--- src/rtl/conv_pkg.sv ---
// rtl/conv_pkg.sv - shared state encoding, kernel constants and window packing for the 3x3 scheduler
package conv_pkg;
    typedef enum logic [2:0] {
        S_IDLE,
        S_FETCH,
        S_KICK,
        S_MAC,
        S_WAIT,
        S_OUT
    } state_t;

    localparam int KERNEL_TAPS = 9;
    localparam int WAIT_MAX    = 4;
    localparam int PIX_W       = 8;
    localparam int WIN_W       = KERNEL_TAPS * PIX_W;

    // Pixel (r,c) of a window sits at [lsb+7:lsb], row-major starting with p00 at bit 0.
    function automatic int pix_lsb(input int r, input int c);
        return (r * 3 + c) * PIX_W;
    endfunction
endpackage

--- src/rtl/conv3x3_raster_ctr.sv ---
// rtl/conv3x3_raster_ctr.sv - output-raster row/col and filter counters with wrap and last flags
module conv3x3_raster_ctr #(
    parameter int IMG_W    = 28,
    parameter int IMG_H    = 28,
    parameter int NUM_FILT = 4,
    parameter int R_W      = 5,
    parameter int C_W      = 5,
    parameter int FI_W     = 2
) (
    input  logic            clk,
    input  logic            rst_n,
    input  logic            i_clear,
    input  logic            i_advance,
    output logic [FI_W-1:0] o_filt,
    output logic [R_W-1:0]  o_row,
    output logic [C_W-1:0]  o_col,
    output logic            o_last_filt,
    output logic            o_last_win
);
    logic [FI_W-1:0] r_filt;
    logic [R_W-1:0]  r_row;
    logic [C_W-1:0]  r_col;
    logic            w_last_filt;
    logic            w_last_col;
    logic            w_last_row;

    assign w_last_filt = (r_filt == FI_W'(NUM_FILT - 1));
    assign w_last_col  = (r_col == C_W'(IMG_W - 3));
    assign w_last_row  = (r_row == R_W'(IMG_H - 3));

    always_ff @(posedge clk) begin
        if (!rst_n || i_clear) begin
            r_filt <= '0;
            r_row  <= '0;
            r_col  <= '0;
        end else if (i_advance) begin
            if (!w_last_filt) begin
                r_filt <= r_filt + 1'b1;
            end else begin
                r_filt <= '0;
                if (!w_last_col) begin
                    r_col <= r_col + 1'b1;
                end else begin
                    r_col <= '0;
                    r_row <= r_row + 1'b1;
                end
            end
        end
    end

    assign o_filt      = r_filt;
    assign o_row       = r_row;
    assign o_col       = r_col;
    assign o_last_filt = w_last_filt;
    assign o_last_win  = w_last_filt && w_last_col && w_last_row;
endmodule

--- src/rtl/conv3x3_sched.sv ---
// rtl/conv3x3_sched.sv - sequencer: window fetch, engine kick, weight streaming and result handoff
module conv3x3_sched
    import conv_pkg::*;
#(
    parameter int  IMG_W    = 28,
    parameter int  IMG_H    = 28,
    parameter int  NUM_FILT = 4,
    localparam int WA_W     = $clog2(NUM_FILT * KERNEL_TAPS),
    localparam int FI_W     = (NUM_FILT > 1) ? $clog2(NUM_FILT) : 1,
    localparam int R_W      = $clog2(IMG_H),
    localparam int C_W      = $clog2(IMG_W)
) (
    input  logic               clk,
    input  logic               rst_n,
    input  logic               start,
    output logic               busy,
    output logic               done,
    output logic               err,
    output logic               win_req,
    output logic [R_W-1:0]     win_row,
    output logic [C_W-1:0]     win_col,
    input  logic               win_vld,
    input  logic [71:0]        win_data,
    output logic [71:0]        eng_pix,
    output logic               eng_conv_en,
    output logic               eng_valid_in,
    input  logic               eng_valid_out,
    input  logic signed [15:0] eng_out,
    output logic               wrom_en,
    output logic [WA_W-1:0]    wrom_addr,
    output logic [FI_W-1:0]    bias_sel,
    output logic               res_valid,
    input  logic               res_ready,
    output logic signed [15:0] res_data,
    output logic [FI_W-1:0]    res_filt,
    output logic [R_W-1:0]     res_row,
    output logic [C_W-1:0]     res_col
);
    localparam int WD_W = $clog2(WAIT_MAX) + 1;

    state_t             r_state;
    state_t             w_next;
    logic [3:0]         r_step;
    logic [WD_W-1:0]    r_wd;
    logic               r_err;
    logic               r_done;
    logic [WIN_W-1:0]   r_pix;
    logic signed [15:0] r_res_data;
    logic [FI_W-1:0]    r_res_filt;
    logic [R_W-1:0]     r_res_row;
    logic [C_W-1:0]     r_res_col;

    logic [FI_W-1:0]    w_filt;
    logic [R_W-1:0]     w_row;
    logic [C_W-1:0]     w_col;
    logic               w_last_filt;
    logic               w_last_win;
    logic               w_accept;
    logic               w_hs;
    logic               w_capture;
    logic               w_timeout;
    logic [WA_W-1:0]    w_addr;

    // A start in the done cycle is dropped so a frame cannot be re-armed by its own completion.
    assign w_accept  = (r_state == S_IDLE) && start && !r_done;
    assign w_hs      = (r_state == S_OUT) && res_ready;
    assign w_capture = (r_state == S_WAIT) && eng_valid_out;
    assign w_timeout = (r_state == S_WAIT) && !eng_valid_out && (r_wd == WD_W'(WAIT_MAX - 1));
    assign w_addr    = WA_W'(w_filt) * WA_W'(KERNEL_TAPS)
                     + ((r_state == S_KICK) ? '0 : WA_W'(r_step));

    conv3x3_raster_ctr #(
        .IMG_W    (IMG_W),
        .IMG_H    (IMG_H),
        .NUM_FILT (NUM_FILT),
        .R_W      (R_W),
        .C_W      (C_W),
        .FI_W     (FI_W)
    ) u_ctr (
        .clk         (clk),
        .rst_n       (rst_n),
        .i_clear     (w_accept),
        .i_advance   (w_hs),
        .o_filt      (w_filt),
        .o_row       (w_row),
        .o_col       (w_col),
        .o_last_filt (w_last_filt),
        .o_last_win  (w_last_win)
    );

    always_ff @(posedge clk) begin
        if (!rst_n) r_state <= S_IDLE;
        else        r_state <= w_next;
    end

    always_comb begin
        w_next = r_state;
        case (r_state)
            S_IDLE:  if (w_accept) w_next = S_FETCH;
            S_FETCH: if (win_vld) w_next = S_KICK;
            S_KICK:  w_next = S_MAC;
            S_MAC:   if (r_step == 4'(KERNEL_TAPS - 1)) w_next = S_WAIT;
            S_WAIT: begin
                if (eng_valid_out)  w_next = S_OUT;
                else if (w_timeout) w_next = S_IDLE;
            end
            S_OUT: begin
                if (res_ready) begin
                    if (!w_last_filt)   w_next = S_KICK;
                    else if (w_last_win) w_next = S_IDLE;
                    else                 w_next = S_FETCH;
                end
            end
            default: w_next = S_IDLE;
        endcase
    end

    always_comb begin
        busy         = 1'b0;
        win_req      = 1'b0;
        win_row      = '0;
        win_col      = '0;
        eng_conv_en  = 1'b0;
        eng_valid_in = 1'b0;
        wrom_en      = 1'b0;
        wrom_addr    = '0;
        bias_sel     = '0;
        res_valid    = 1'b0;
        case (r_state)
            S_FETCH: begin
                busy    = 1'b1;
                win_req = 1'b1;
                win_row = w_row;
                win_col = w_col;
            end
            S_KICK: begin
                busy         = 1'b1;
                eng_conv_en  = 1'b1;
                eng_valid_in = 1'b1;
                wrom_en      = 1'b1;
                wrom_addr    = w_addr;
                bias_sel     = w_filt;
            end
            S_MAC: begin
                busy        = 1'b1;
                eng_conv_en = 1'b1;
                wrom_en     = 1'b1;
                wrom_addr   = w_addr;
                bias_sel    = w_filt;
            end
            S_WAIT: begin
                busy        = 1'b1;
                eng_conv_en = 1'b1;
                bias_sel    = w_filt;
            end
            S_OUT: begin
                busy      = 1'b1;
                res_valid = 1'b1;
            end
            default: ;
        endcase
    end

    always_ff @(posedge clk) begin
        if (!rst_n) begin
            r_step     <= '0;
            r_wd       <= '0;
            r_err      <= 1'b0;
            r_done     <= 1'b0;
            r_pix      <= '0;
            r_res_data <= '0;
            r_res_filt <= '0;
            r_res_row  <= '0;
            r_res_col  <= '0;
        end else begin
            r_done <= w_timeout || (w_hs && w_last_win);
            if (w_accept)       r_err <= 1'b0;
            else if (w_timeout) r_err <= 1'b1;
            if (r_state == S_KICK)     r_step <= 4'd1;
            else if (r_state == S_MAC) r_step <= r_step + 4'd1;
            r_wd <= (r_state == S_WAIT) ? r_wd + 1'b1 : '0;
            if (r_state == S_FETCH && win_vld) r_pix <= win_data;
            if (w_capture) begin
                r_res_data <= eng_out;
                r_res_filt <= w_filt;
                r_res_row  <= w_row;
                r_res_col  <= w_col;
            end
        end
    end

    assign done     = r_done;
    assign err      = r_err;
    assign eng_pix  = r_pix;
    assign res_data = r_res_data;
    assign res_filt = r_res_filt;
    assign res_row  = r_res_row;
    assign res_col  = r_res_col;
endmodule

--- config.mk ---
export PLATFORM = sky130hd
export DESIGN_NAME = conv3x3_sched
export DESIGN_NICKNAME = d
export VERILOG_FILES = /design/src/rtl/conv_pkg.sv /design/src/rtl/conv3x3_raster_ctr.sv /design/src/rtl/conv3x3_sched.sv
export SDC_FILE = /design/constraint.sdc
export NUM_CORES = 1
export LEC_CHECK = 0
export BUFFER_PORTS_ARGS = -buffer_cell sky130_fd_sc_hd__buf_2
export CELL_PAD_IN_SITES_DETAIL_PLACEMENT = 2
export CELL_PAD_IN_SITES_GLOBAL_PLACEMENT = 2
export CORE_MARGIN = 8
export CORE_UTILIZATION = 26
export CTS_CLUSTER_DIAMETER = 150
export DETAILED_ROUTE_END_ITERATION = 16
export PLACE_DENSITY_LB_ADDON = 0.1
export SLEW_MARGIN = 15
export SYNTH_ARGS = -nofsm -noshare
export SYNTH_HDL_FRONTEND = slang
export SYNTH_SLANG_ARGS = --single-unit
--- constraint.sdc ---
create_clock -name clk -period 2.9 [get_ports clk]
set_input_delay 0.29 -clock clk [delete_from_list [all_inputs] [get_ports clk]]
set_output_delay 0.29 -clock clk [all_outputs]
set_load 0.005 [all_outputs]
* Yosys cells after proc, flatten, opt, wreduce, memory -nomap -nowiden
Index checks and enable logic that the tools add are counted.
** Word-level totals
- Bits in latches :: 0
- Word-level logic and storage cells :: 87
- RAM bits :: 0
- ROM bits :: 0
- Register bits :: 124
- Memories :: 0
- Output and inout bits :: 126
** Operators by class
- Divide/modulo/power cells :: 0
- $mul :: 1
- Add/sub/neg operators :: 6
- Magnitude comparators :: 0
- Shift-type cells :: 0
- Reduce and logical (&&, ||, !) cells :: 26
- Bitwise operators :: 1
- Equality and inequality tests :: 15
- Mux-type cells :: 24
** Operators by type and width (number)
- $mux 3 :: 6
- $pmux 3 s6 :: 1
- $mux 5 :: 3
- $add 5x1->5 const B :: 2
- $eq 5x5->1 const B :: 2
- $logic_and 1x1->1 :: 10
- $eq 3x2->1 const B :: 3
- $mux 1 :: 9
- $add 6x4->6 :: 1
- $eq 3x3->1 const B :: 2
- $mul 2x4->6 const B :: 1
- $mux 2 :: 3
- $mux 6 :: 1
- $ne 2x2->1 const B :: 3
- $reduce_or 2->1 :: 3
- $reduce_and 5->1 :: 1
- $reduce_or 5->1 :: 1
- $add 4x1->4 const B :: 1
- $eq 4x4->1 const B :: 1
- $mux 4 :: 1
- $reduce_and 2->1 :: 2
- $add 3x1->3 const B :: 1
- $eq 3x1->1 const B :: 1
- $logic_not 1->1 :: 3
- 10 further kinds :: 11

* Longest topological paths before layout
Gate-level depths: netlist of the first run.
- Depth in word-level cells :: 7
- Depth in mapped cells :: 12

* Cells and area by module
Synthesis of the first run repeated with hierarchy kept, for this count alone.
** Second synthesis, totals
- Cells, all modules :: 637
- Area total of the unflattened synthesis :: 5335.1 um2
** Modules (own cells, without submodules)
- conv3x3_sched :: cells an instance 565, times used 1, area each 4707.0 um2
- conv3x3_raster_ctr :: cells an instance 72, times used 1, area each 628.1 um2

* Worst setup path before layout of the first run
Ideal clock, no wire load.
- Kind :: reg2out
- From :: register r_state[2]
- To :: output wrom_addr[3]
- Buffers on the path :: 2
- Arrival time :: 2.191 ns
- Stages on the path, launching flop included :: 12
- Data required time :: 2.610 ns
- Slack :: 0.419 ns
- Path through :: dfxtp_1 > buf_2 > nand2b_1 > buf_2 > nor2_1 > nor2_1 > ha_1 > ha_1 > inv_1 > fa_1 > xor2_1 > nor2_1
** On the way
- Cells in the longest elaborated chain, start to end :: 4
** Ends and longest elaborated chain
- start, declared :: line conv3x3_sched.sv:41 : state_t r_state;
- start signal, assigned :: line conv3x3_sched.sv:93 : else r_state <= w_next;
- $eq 3x2->1 :: line conv3x3_sched.sv:70, conv3x3_sched.sv:129
- $mux 4 :: line conv3x3_sched.sv:70 : + ((r_state == S_KICK) ? '0 : WA_W'(r_step));
- $add 6x4->6 :: line conv3x3_sched.sv:70
- $mux 6 (*) :: line conv3x3_sched.sv:129 : case (r_state)
- end, declared :: line conv3x3_sched.sv:30 : output logic [WA_W-1:0] wrom_addr,
Every way passes the cells marked *; elsewhere a longest branch is shown, timed or not.

* Worst setup path in the final report of the first run
Same ends and word-level chain as after synthesis.

==> results of run 1 <==
## flip-flops by register name, indices dropped and copies added, names as in the netlist
name and flops:
done 1, eng_pix 72, err 1, r_state 3, r_step 4, r_wd 3, res_col 5, res_data 16
res_filt 2, res_row 5, u_ctr.o_col 5, u_ctr.o_filt 2, u_ctr.o_row 5
## report_power, final
part | switching [W] | internal (W) | total, W
clock | 0.000784 | 0.00153 | 0.00231
combinational | 0.000691 | 0.000448 | 0.00114
sequential | 0.0000753 | 0.00186 | 0.00193
## per-stage QoR
stage	hold WS, ps	worst slack, ps
after global routing	105.7	43.05
after floorplan	397.8	419.2
after detailed placement	429.0	564.4
after CTS	95.32	112.7
final	118.1	198.0
after global placement	405.8	670.6
## cells by family after synthesis
| group | after synthesis | share of synthesized area |
|---|---|---|
| AO/OA/AOI/OAI | 127 | 0.1808 |
| XOR/XNOR | 10 | 0.01663 |
| adder cells (fa/ha/maj) | 16 | 0.03943 |
| buffers and inverters | 55 | 0.04703 |
| flip-flops | 124 | 0.4713 |
| multiplexers | 1 | 0.002138 |
| AND/OR/NAND/NOR | 296 | 0.2428 |
## placed cells by master (no fill, tap or decap), drive strengths merged, types with 5 or more instances in the layout
cell type,instances
buf,234
nand2,212
dfxtp,124
a21boi,103
nor2,24
clkbuf,22
and2,18
ha,15
inv,13
nor2b,9
nand3,7
nand4,7
xor2,6
o21ai,6
a21oi,5
## worst min-delay path, cell delays in order
cell	delay [ps]
sky130_fd_sc_hd__buf_2	100
sky130_fd_sc_hd__nand2_1	50
sky130_fd_sc_hd__a21boi_1	50
## final cells by class
cell class	instances	area (µm²)	share of cell area
flip-flops and latches	124	2482	0.3401
well taps	270	337.8	0.04628
clock buffers	22	484.2	0.06634
diodes	1	2.502	0.0003428
multi-input cells	450	2549	0.3492
inverters	13	48.80	0.006685
clock inverters	10	161.4	0.02211
repair buffers	234	1234	0.1690
## worst min-delay path by stage
stage / from / to / slack (ps)
3_5_place_dp: r_wd[0]$_SDFF_PN0_ / r_wd[0]$_SDFF_PN0_ / 430
4_1_cts: win_data[64] / eng_pix[64]$_SDFFE_PN0P_ / 100
5_1_grt: win_data[35] / eng_pix[35]$_SDFFE_PN0P_ / 110
3_3_place_gp: r_wd[0]$_SDFF_PN0_ / r_wd[0]$_SDFF_PN0_ / 410
6_report: win_data[35] / eng_pix[35]$_SDFFE_PN0P_ / 120
2_1_floorplan: r_wd[0]$_SDFF_PN0_ / r_wd[0]$_SDFF_PN0_ / 400
## per-layer routing
metal,part of all wire,routed length (µm)
met2,0.51,9898
met1,0.38,7440
met4,0.010,202
met3,0.093,1799
met5,0.0027,52
## repair_timing
item	in CTS	in global routing
resized for setup	0	1
setup endpoints to repair	0	1
hold buffers	0	0
==> flow_summary.ini, run 1 <==
[sta]
fmax_mhz = 370.1
final_hold_viol_count = 0
unrepaired_setup_endpoints_after_global_routing = false
finalSetupTns_ps = 0
setup_violations = 0
period_needed_ps = 2702
worst_clock_skew_ps = 6.472
ratio_of_final_minimum_period_to_clock_period = 0.9317
max-slew-margin-rel = 0.4921
report.final.slew_viol_count = 0
slew_worst_pin_ps = 761.4

[worst_setup_path]
worstPathMaxFanout = 4
cpLargestDelayFamily = adder cells
crit_end = wrom_addr[3]
critical_path_cell_count = 10
timing.critical_path.from = r_state[2]$_SDFFE_PN0P_
worstSetupPathType = reg2out
r2r_start = r_state[0]$_SDFFE_PN0P_
worstPathArrival_ps = 2410
reg2regPathDepth = 7
worst-path-buf-inv = 2
critPathSlowestCell = sky130_fd_sc_hd__fa_1
crit_chain = nand2b_1, nor2_2, nor2_1, ha_1, ha_1, inv_1, fa_1, xor2_1, nor2_1, buf_2
critPathRequiredTime_ps = 2610
critical_path.reg2reg.endpoint = eng_pix[7]$_SDFFE_PN0P_
timing.critical_path.from_type = flop
worst-r2r-setup-slack_ps = 760
timing.critical_path.slowest_cell_delay_ps = 390
endpoint_kind = output port

[cts]
cts.sinks = 124
cts_setup_buffers = 0
cts_tree = yes
tritoncts.num_buffers = 17
clock_network_latency_to_the_later_pin_of_the_worst_skew_pair_ps = 410
clk_root_buffer_cell = sky130_fd_sc_hd__clkbuf_16
clk_transition_reported_paths_ps = 60
ctsLongestPathBuffers = 2
max_h_tree_level = 4

[synth]
ys_seq_elements = 124
synthTopCellsByCount = sky130_fd_sc_hd__nand2_1 (212), sky130_fd_sc_hd__dfxtp_1 (124), sky130_fd_sc_hd__a21boi_0 (71)
synthArstFlopShare = 0
number_of_synthesis_warnings = 0
synth_edf_count = 0
synth_area_leader_cell = sky130_fd_sc_hd__dfxtp_1
synthMostInstantiatedCell = sky130_fd_sc_hd__nand2_1
synth_nets = 739
synth.yosys.seq_area_share = 0.4713
syn_avg_cell_area_um2 = 8.374
post_synthesis_cell_area_um2 = 5268
netlist.area_leader.share = 0.4713
ys_dominant_reg_cell = sky130_fd_sc_hd__dfxtp_1
yosys.cell_types.count = 42
synth_cells = 629
yosys-top-cells-area = sky130_fd_sc_hd__dfxtp_1 (47%), sky130_fd_sc_hd__nand2_1 (15%), sky130_fd_sc_hd__a21boi_0 (10%)

[die]
initial_utilization = 0.2629
die_ht_um = 158.3
die-area_um2 = 25070
ios = 220
die_width_um = 158.3
floorplan.core_area_um2 = 20040
std_cell_rows = 52

[global_route]
initial_antenna_violation_count = 4
grtUsageMet1 = 0.1560
vias_in_the_first_global_route = 5663
largest_net_degree_at_the_start_of_global_routing = 55
globalRouteMet3Util = 0.07302
grt_first_pass_wirelength_um = 29900
grt_remaining_overflow = 0
grt_most_used_layer = met2
global_route.usage.total = 0.1542
grt.met2_usage = 0.2766

[place]
io_buffers = 219
finalWeightedCongestion = 0.7287
detailed_place_hpwl_um = 14780
dp.cells = 1091
dpl-instance-area_um2 = 6649

[run]
max_cap_violations = 0

[detailed_routing]
routed_wire_length_per_instance_um = 17.25
firstDrtPassIters = 4
number_of_design_rule_violations_left_by_the_first_detailed_router_iteration = 98
route.detailed.drc = 0
route.vias.total = 5111
final_antenna_net_count = 0
detail_route.vias_per_cell = 4.547
totalWireLength_um = 19390

[power_and_ir_drop]
p_leak_nw = 3.277
vdd_ir_drop_max_mv = 0.3743
pwr_per_cell_area_nw_per_um2 = 737.8
overall_power_w = 0.005386

[layout]
post_route_cells_drive_above_1_share = 0.3247
area_growth_syn_to_layout_pct = 38.57
num-fill-cells = 2369
instances_no_fill = 1124
final_design_area_no_fill_um2 = 7300
finish.utilization = 0.3643
nNetsFinal = 950

[worst_hold_path]
timing.hold.worst_path_depth = 3
hold_path_class = in2reg

[run_status]
run_status = complete, no violations
Note: power is estimated with default switching activity, not from simulation.
==> run 2, diff against run 1 <==
==> constraint.sdc (replaced) <==
create_clock -name clk -period 2.7 [get_ports clk]
set_input_delay 0.27 -clock clk [delete_from_list [all_inputs] [get_ports clk]]
set_output_delay 0.27 -clock clk [all_outputs]
set_load 0.005 [all_outputs]
==> run 2 against run 1 <==
  * Combinational power increased by 9%
  * Final cell count unchanged
  * Flip-flop and latch count unchanged
  * Routed wire length about the same
  * Clock-buffer cell count decreased by 3
  * Sequential share of layout area increased by 0.17 points
  * Global-route usage increased by 0.32 points
  * Register-to-register slack got worse by 30 ps
  * Non-clock buffer count unchanged
  * First-iteration DRC count increased by 53%
  * Critical path depth increased by 1
  * Largest cell class unchanged
  * Largest power group unchanged
  * Highest routed layer unchanged
==> flow_summary.ini, run 2 (synthesis results as in run 1) <==
[detailed_routing]
route.vias.total = 5098
detail_route.vias_per_cell = 4.536
routed_wire_length_per_instance_um = 17.24
firstDrtPassIters = 4
route.detailed.drc = 0
totalWireLength_um = 19380
number_of_design_rule_violations_left_by_the_first_detailed_router_iteration = 150
final_antenna_net_count = 0

[power_and_ir_drop]
pwr_per_cell_area_nw_per_um2 = 769.3
vdd_ir_drop_max_mv = 0.3738
p_leak_nw = 3.240

[worst_setup_path]
worstSetupPathType = reg2out
critPathSlowestCell = sky130_fd_sc_hd__fa_2
timing.critical_path.from_type = flop
endpoint_kind = output port
timing.critical_path.slowest_cell_delay_ps = 360
crit_chain = nand2b_4, nor2_4, buf_4, nor2_4, ha_2, ha_2, inv_2, fa_2, xor2_1, nor2_1, buf_2
critPathRequiredTime_ps = 2430
worstPathMaxFanout = 3
worstPathArrival_ps = 2310

[run_status]
run_status = complete, no violations

[cts]
ctsLongestPathBuffers = 2
cts.sinks = 124
clock_network_latency_to_the_later_pin_of_the_worst_skew_pair_ps = 420
max_h_tree_level = 4
tritoncts.num_buffers = 17
clk_transition_reported_paths_ps = 60
cts_tree = yes
postCtsHoldBufs = 0
clk_root_buffer_cell = sky130_fd_sc_hd__clkbuf_16

[sta]
final_hold_viol_count = 0
max-slew-margin-rel = 0.5586
period_needed_ps = 2581
ratio_of_final_minimum_period_to_clock_period = 0.9558
slew_worst_pin_ps = 659.9
fmax_mhz = 387.5
setup_violations = 0
report.final.slew_viol_count = 0
worst_clock_skew_ps = 10.80

[die]
std_cell_rows = 52
floorplan.core_area_um2 = 20040
die_width_um = 158.3
initial_utilization = 0.2629
die_ht_um = 158.3
ios = 220
die-area_um2 = 25070

[layout]
nNetsFinal = 950
instances_no_fill = 1124
post_route_cells_drive_above_1_share = 0.3341
seq_area_um2 = 2485
num-fill-cells = 2355
area_growth_syn_to_layout_pct = 38.03
layout.cells.most_common = sky130_fd_sc_hd__buf_2
layout.cells.most_common_list = sky130_fd_sc_hd__buf_2 (219), sky130_fd_sc_hd__nand2_1 (211), sky130_fd_sc_hd__dfxtp_1 (122)
multi_input_area_um2 = 2576
final_design_area_no_fill_um2 = 7271
finish.utilization = 0.3628
largest_register_ffs = 72

[global_route]
initial_antenna_violation_count = 1
global_route.usage.total = 0.1574
grt_remaining_overflow = 0
vias_in_the_first_global_route = 5744
grt_first_pass_wirelength_um = 30710
largest_net_degree_at_the_start_of_global_routing = 73

[place]
detailed_place_hpwl_um = 14600
dp.cells = 1090
finalWeightedCongestion = 0.7281
dpl-instance-area_um2 = 6641
io_buffers = 219

[worst_hold_path]
hold_path_class = in2reg

[run]
max_cap_violations = 0
## run 2: worst paths after layout
path	start	to	slack, ps	cells past startpoint
max	r_state[2]$_SDFFE_PN0P_	wrom_addr[3]	120	11
min reg2reg	r_wd[0]$_SDFF_PN0_	r_wd[0]$_SDFF_PN0_	430	1
max reg2reg	r_state[0]$_SDFFE_PN0P_	eng_pix[22]$_SDFFE_PN0P_	730	7
min	win_data[13]	eng_pix[13]$_SDFFE_PN0P_	90	3
## run 2: cell type report
cell class,instances,share of cell area
multi-input cells,450,0.3543
flip-flops and latches,124,0.3418
repair buffers,234,0.1697
clock buffers,19,0.06092
well taps,270,0.04646
clock inverters,13,0.01979
inverters,13,0.006711
diodes,1,0.0003442
## run 2: through the flow
step / power [W] / hold WS (ps) / setup slack, ps / TNS (ps)
after floorplan: 0.002801 / 397.8 / 239.2 / 0
after global placement: 0.003293 / 406.2 / 485.5 / 0
after detailed placement: 0.003358 / 429.3 / 380.8 / 0
after CTS: 0.005673 / 74.55 / 39.76 / 0
after global routing: 0.005926 / 83.83 / -10.98 / -10.98
final: 0.005593 / 93.97 / 119.3 / 0
## run 2: critical path, delay by kind of cell, from the launching register on
| kind | cells | cell delay [ps] |
|---|---|---|
| fa+ha+maj | 3 | 710 |
| simple gates | 4 | 370 |
| flops | 1 | 330 |
| buf+inv | 3 | 320 |
| xor+xnor | 1 | 170 |
## run 2: power breakdown
part,switching (W),internal (W)
sequential,0.0000876,0.00200
clock,0.000882,0.00139
combinational,0.000754,0.000485
total,0.00172,0.00387
## run 2: timing repair
action,4_1_cts,5_1_grt
resized for setup,2,10
buffers inserted,1,0
setup endpoints to repair,1,2
pin swaps,1,5
## run 2: layer usage
| layer | track usage | part of all wire | wire length, µm | vias to the layer above |
|---|---|---|---|---|
| li1 | - | - | - | 2468 |
| met1 | 0.1634 | 0.38 | 7420 | 2454 |
| met2 | 0.2727 | 0.50 | 9617 | 142 |
| met3 | 0.07030 | 0.096 | 1855 | 32 |
| met4 | 0.06466 | 0.024 | 474 | 2 |
| met5 | 0 | 0.00067 | 13 | - |
